`src/rtl/traffic_pkg.sv`:
```
// Shared constants and helpers for the traffic-light controller
// and its phase timer.
package traffic_pkg;

   localparam int TW         = 7;
   localparam int MAX_T      = 99;
   localparam int DEF_RED    = 30;
   localparam int DEF_GREEN  = 25;
   localparam int DEF_YELLOW = 3;
   localparam int FIVE_T     = 5;
   localparam int EIGHT_T    = 8;

   typedef enum logic [1:0] {
      CFG_RED    = 2'd0,
      CFG_GREEN  = 2'd1,
      CFG_YELLOW = 2'd2
   } cfg_sel_e;

   // clamp a time value to the two-digit display range
   function automatic logic [TW-1:0] sat_t(input logic [TW-1:0] v);
      return (v > TW'(MAX_T)) ? TW'(MAX_T) : v;
   endfunction

   // a phase always lasts at least one tick
   function automatic logic [TW-1:0] min_one(input logic [TW-1:0] v);
      return (v == '0) ? TW'(1) : v;
   endfunction

   // {tens, ones} of a value known to be <= 99
   function automatic logic [7:0] to_bcd(input logic [TW-1:0] v);
      return {4'(v / TW'(10)), 4'(v % TW'(10))};
   endfunction

endpackage

```
`src/rtl/tick_prescaler.sv`:
```
// One-second tick generator: a down-counter that pulses tick
// when it wraps, freezes while disabled and reloads on restart.
module tick_prescaler #(
   parameter int TICK_DIV = 100_000_000
) (
   input  logic clk,
   input  logic rst_n,
   input  logic en,
   input  logic restart,
   output logic tick
);

   localparam int CW = (TICK_DIV > 1) ? $clog2(TICK_DIV) : 1;
   localparam logic [CW-1:0] TOP = CW'(TICK_DIV - 1);

   logic [CW-1:0] cnt;

   assign tick = en && (cnt == '0);

   // count down, reloading on wrap or on a phase load
   always_ff @(posedge clk or negedge rst_n) begin
      if (!rst_n) begin
         cnt <= TOP;
      end else if (restart || tick) begin
         cnt <= TOP;
      end else if (en) begin
         cnt <= cnt - CW'(1);
      end
   end

endmodule

```
`src/rtl/phase_timer.sv`:
```
// Phase countdown datapath: load mux, per-second countdown,
// duration config registers and registered BCD display digits.
module phase_timer
   import traffic_pkg::*;
#(
   parameter int TICK_DIV = 100_000_000
) (
   input  logic          clk,
   input  logic          rst_n,
   input  logic          red_s,
   input  logic          yellow_s,
   input  logic          green_s,
   input  logic          five_time,
   input  logic          eight_time,
   input  logic          save_s,
   input  logic          init_s,
   input  logic          pause,
   input  logic [TW-1:0] restore_time,
   input  logic          cfg_we,
   input  logic [1:0]    cfg_sel,
   input  logic [TW-1:0] cfg_val,
   output logic [TW-1:0] rest_time,
   output logic [3:0]    rest_tens,
   output logic [3:0]    rest_ones,
   output logic          tick,
   output logic          expired
);

   logic [TW-1:0] cfg_red;
   logic [TW-1:0] cfg_green;
   logic [TW-1:0] cfg_yellow;
   logic          load;
   logic [TW-1:0] load_val;
   logic [TW-1:0] next_rest;
   logic          hit_zero;

   assign load = save_s | init_s | green_s | yellow_s |
                 red_s | five_time | eight_time;

   tick_prescaler #(
      .TICK_DIV (TICK_DIV)
   ) u_presc (
      .clk     (clk),
      .rst_n   (rst_n),
      .en      (!pause),
      .restart (load),
      .tick    (tick)
   );

   // select the load source by strobe priority
   always_comb begin
      load_val = '0;
      priority case (1'b1)
         save_s:     load_val = sat_t(restore_time);
         init_s:     load_val = '0;
         green_s:    load_val = min_one(cfg_green);
         yellow_s:   load_val = min_one(cfg_yellow);
         red_s:      load_val = min_one(cfg_red);
         five_time:  load_val = TW'(FIVE_T);
         eight_time: load_val = TW'(EIGHT_T);
         default:    load_val = '0;
      endcase
   end

   // next count: a load beats a tick; the count stops at zero
   always_comb begin
      next_rest = rest_time;
      hit_zero  = 1'b0;
      if (load) begin
         next_rest = load_val;
      end else if (tick && rest_time != '0) begin
         next_rest = rest_time - TW'(1);
         hit_zero  = (rest_time == TW'(1));
      end
   end

   // count, display digits and expiry pulse registers
   always_ff @(posedge clk or negedge rst_n) begin
      if (!rst_n) begin
         rest_time <= '0;
         rest_tens <= '0;
         rest_ones <= '0;
         expired   <= 1'b0;
      end else begin
         rest_time              <= next_rest;
         {rest_tens, rest_ones} <= to_bcd(next_rest);
         expired                <= hit_zero;
      end
   end

   // duration config; only later loads see a new value
   always_ff @(posedge clk or negedge rst_n) begin
      if (!rst_n) begin
         cfg_red    <= TW'(DEF_RED);
         cfg_green  <= TW'(DEF_GREEN);
         cfg_yellow <= TW'(DEF_YELLOW);
      end else if (cfg_we) begin
         if (cfg_sel == CFG_RED)    cfg_red    <= sat_t(cfg_val);
         if (cfg_sel == CFG_GREEN)  cfg_green  <= sat_t(cfg_val);
         if (cfg_sel == CFG_YELLOW) cfg_yellow <= sat_t(cfg_val);
      end
   end

endmodule
```
`config.mk`:
```
export PLATFORM = sky130hd
export DESIGN_NAME = phase_timer
export DESIGN_NICKNAME = d
export VERILOG_FILES = /design/src/rtl/traffic_pkg.sv /design/src/rtl/tick_prescaler.sv /design/src/rtl/phase_timer.sv
export SDC_FILE = /design/constraint.sdc
export NUM_CORES = 1
export LEC_CHECK = 0
export ABC_CLOCK_PERIOD_IN_PS = 9800
export CORE_MARGIN = 2
export CORE_UTILIZATION = 40
export DETAILED_ROUTE_END_ITERATION = 10
export PLACE_DENSITY = 0.66
export SYNTH_ARGS = -nofsm -noshare
export SYNTH_HDL_FRONTEND = slang
export SYNTH_HIERARCHICAL = 1
export SYNTH_SLANG_ARGS = --single-unit
```
`constraint.sdc`:
```
create_clock -name clk -period 9.8 [get_ports clk]
set_input_delay 2.94 -clock clk [delete_from_list [all_inputs] [get_ports clk]]
set_output_delay 2.94 -clock clk [all_outputs]
set_load 0.02 [all_outputs]
```
==> results of run 1 <==
cell families (layout without fill, tap and decap cells):
kind of cell | after synthesis | count (layout) | share of synthesized area, %
AO/OA/AOI/OAI | 106 | 106 | 21.10
XOR/XNOR | 12 | 12 | 2.744
adder cells (fa/ha/maj) | 5 | 5 | 1.633
buffers and inverters | 28 | 76 | 3.462
flip-flops | 63 | 63 | 42.08
multiplexers | 9 | 9 | 2.842
AND/OR/NAND/NOR | 171 | 171 | 26.14
cell type report:
cell class	count	area, um^2	area share, %
multi-input cells	303	2086	45.68
flip-flops and latches	63	1612	35.30
repair buffers	44	432.9	9.482
well taps	129	161.4	3.535
clock buffers	12	155.1	3.398
inverters	16	66.31	1.452
clock inverters	4	52.55	1.151
flip-flops by register name, indices dropped and copies added (netlist names):
register	flops
u_presc/cnt	27
cfg_green	7
cfg_red	7
cfg_yellow	7
rest_time	6
rest_ones	4
rest_tens	4
expired	1
per-layer routing:
layer	GRT usage, %	vias up	routed length (um)
li1	-	1576	-
met1	24.47	1537	4095
met2	29.00	75	4001
met3	3.488	14	371
met4	6.564	0	150
met5	0	-	0
metrics by stage:
stage          utilization (%)  total power (uW)
2_1_floorplan                -             395.3
3_3_place_gp             46.94             450.9
3_5_place_dp             46.94             454.1
4_1_cts                  49.18             698.2
5_1_grt                  49.18             727.0
6_report                 49.18             691.0
critical path, stage by stage:
cell and delay (ps):
clkdlybuf4s50_1 390, inv_1 160, nor4b_4 480, nand4_1 390, nor3_1 560, clkdlybuf4s50_1 710
cells in the final DEF (no fill, tap or decap), drive strengths merged, types with 5 or more instances in the layout:
cell type	netlist	routed
nor4	10	10
dfstp	28	28
clkdlybuf4s50	0	42
o21a	5	5
o31ai	9	9
inv	14	16
ha	5	5
a21oi	16	16
mux2	5	5
xor2	8	8
nand2b	6	6
or4	15	15
nor2	25	25
o21ai	34	34
nor3	12	12
nand3	16	16
or3	9	9
nand2	47	47
clkbuf	4	12
dfrtp	35	35
power breakdown:
part	internal, uW	switching (uW)	leakage, uW
registers	289	18.8	0.000742
logic	64.4	77.1	0.000829
clock network	133	109	0.000104
total	486	205	0.00167
worst max-delay path by stage:
stage	start	depth (start not counted)	endpoint	slack (ps)
global route	pause	6	tick	950
global placement	pause	6	tick	1320
floorplan	pause	4	tick	2380
finish	pause	6	tick	1220
detailed placement	pause	6	tick	1270
CTS	pause	6	tick	1260
==> flow_summary.yaml, run 1 <==
status:
  status: "completed"
yosys:
  synthArstFlopShare_pct: 100.0
  synth_top_cell_by_area: "dfrtp_1"
  netlist_area_mm2: 0.003830
  synth-edff-count: 0
  synth_nets: 426
  synth_cell_type_count: 85
  synth_top_cells_by_count: "46 x nand2_1, 35 x dfrtp_1, 29 x o21ai_0"
  synth_area_leaders: "dfrtp_1 23%, dfstp_2 19%, nand2_1 4.5%, o21ai_0 3.8%, or4_1 2.4%"
  postSynthAreaPerCell_um2: 9.721
  yosys_warnings: 6
  synth.most_common_cell: "nand2_1"
  yosysSeqAreaShare_pct: 42.08
  ys.flop_type: "dfrtp_1"
  synth_top_area_share_pct: 22.87
  synth-seq-cells: 63
  synth_cells: 394
power_and_ir_drop:
  leakage_uw: 0.001674
  peakVddDrop_mv: 0.08114
  powerDensity_mw_per_mm2: 151.3
finish:
  fin_cells: 571
  drive_above_1_share_pct: 19.46
  syn_to_final_growth_pct: 19.21
  final_area_mm2: 0.004566
  fillCellCount: 892
  antenna_cells: 0
  num-nets-final: 469
clock_network:
  post-cts-setup-buffers: 0
  cts_tree: "done"
  clk_latency_ps: 350
  clockBufferDepth: 2
  cts_made_buffers: 9
  clock_tree.root_cell: "clkbuf_8"
  cts.sinks: 63
  ctsResizeCount: 0
  clkSlewWorstSetupHoldPaths_ps: 70
  holdBufCountCts: 0
  htreeDepth: 3
worst_setup_path:
  worst_setup_path_end_kind: "output pin"
  reg2reg_slack_ps: 5010
  crit_fanout: 10
  cp-start-kind: "input port"
  reg2reg_to: "rest_ones[1]"
  required_ps: 6860
  worstRegToRegCells: 15
  r2r-start: "u_presc/cnt[13]"
  worstPathArrival_ps: 5640
  path_class: "input port to output pin"
drt:
  vias: 3202
  totalWireLength_um: 8618
  drc: 0
  drtIter0Drc: 142
  viasPerCell: 5.608
  first_pass_iters: 4
  post_drt_wl_per_cell_um: 15.09
  postRouteAntennaNets: 0
sta:
  fin_skew_ps: 13.13
  fmax_mhz: 116.5
  slew_headroom_pct: 46.52
  tns_ps: 0
  hold_slack_ps: 491.8
  layout_min_cycle_time_ps: 8581
  slew_viol_final: 0
  tightest_slew_ps: 802.2
  rsz0062_at_grt: "no"
  setup_slack_ps: 1219
  fin_crit_sh_pct: 87.56
  hold_viol_final: 0
  setup_violations: 0
placement:
  gp_congestion: 0.8302
  dp.cells: 555
  pre_cts_ws_ps: 1269
  portBuffers: 43
  post_dp_cell_area_mm2: 0.004358
  hpwl_um: 6272
global_routing:
  grt_pass1_wl_um: 14730
  grt_max_degree: 64
  grt_overflow: 0
  grtUsageTotal_pct: 18.07
  first_global_vias: 3084
  antenna_found_initial: 0
min_path:
  hold_end: "cfg_yellow[0]"
  worstHoldStart: "cfg_yellow[0]"
  hold_depth: 2
  hold_path_class: "flop to flop"
floorplan:
  core_mm2: 0.009284
  fp.dieArea_mm2: 0.01037
  num_rows: 35
  initial_utilization_pct: 41.25
  fp.dieH_um: 101.9
  io_pins: 44
  die_w_um: 101.9
run:
  drv_cap: 0
No activity file was read; power rests on OpenSTA's default activity.
==> inputs of run 2 (changes only) <==
- CTS_CLUSTER_DIAMETER: default -> 120
- SKIP_LAST_GASP: default -> 1
==> results of run 2 <==
The final DEF is identical to that of run 1; final timing and power are the same.
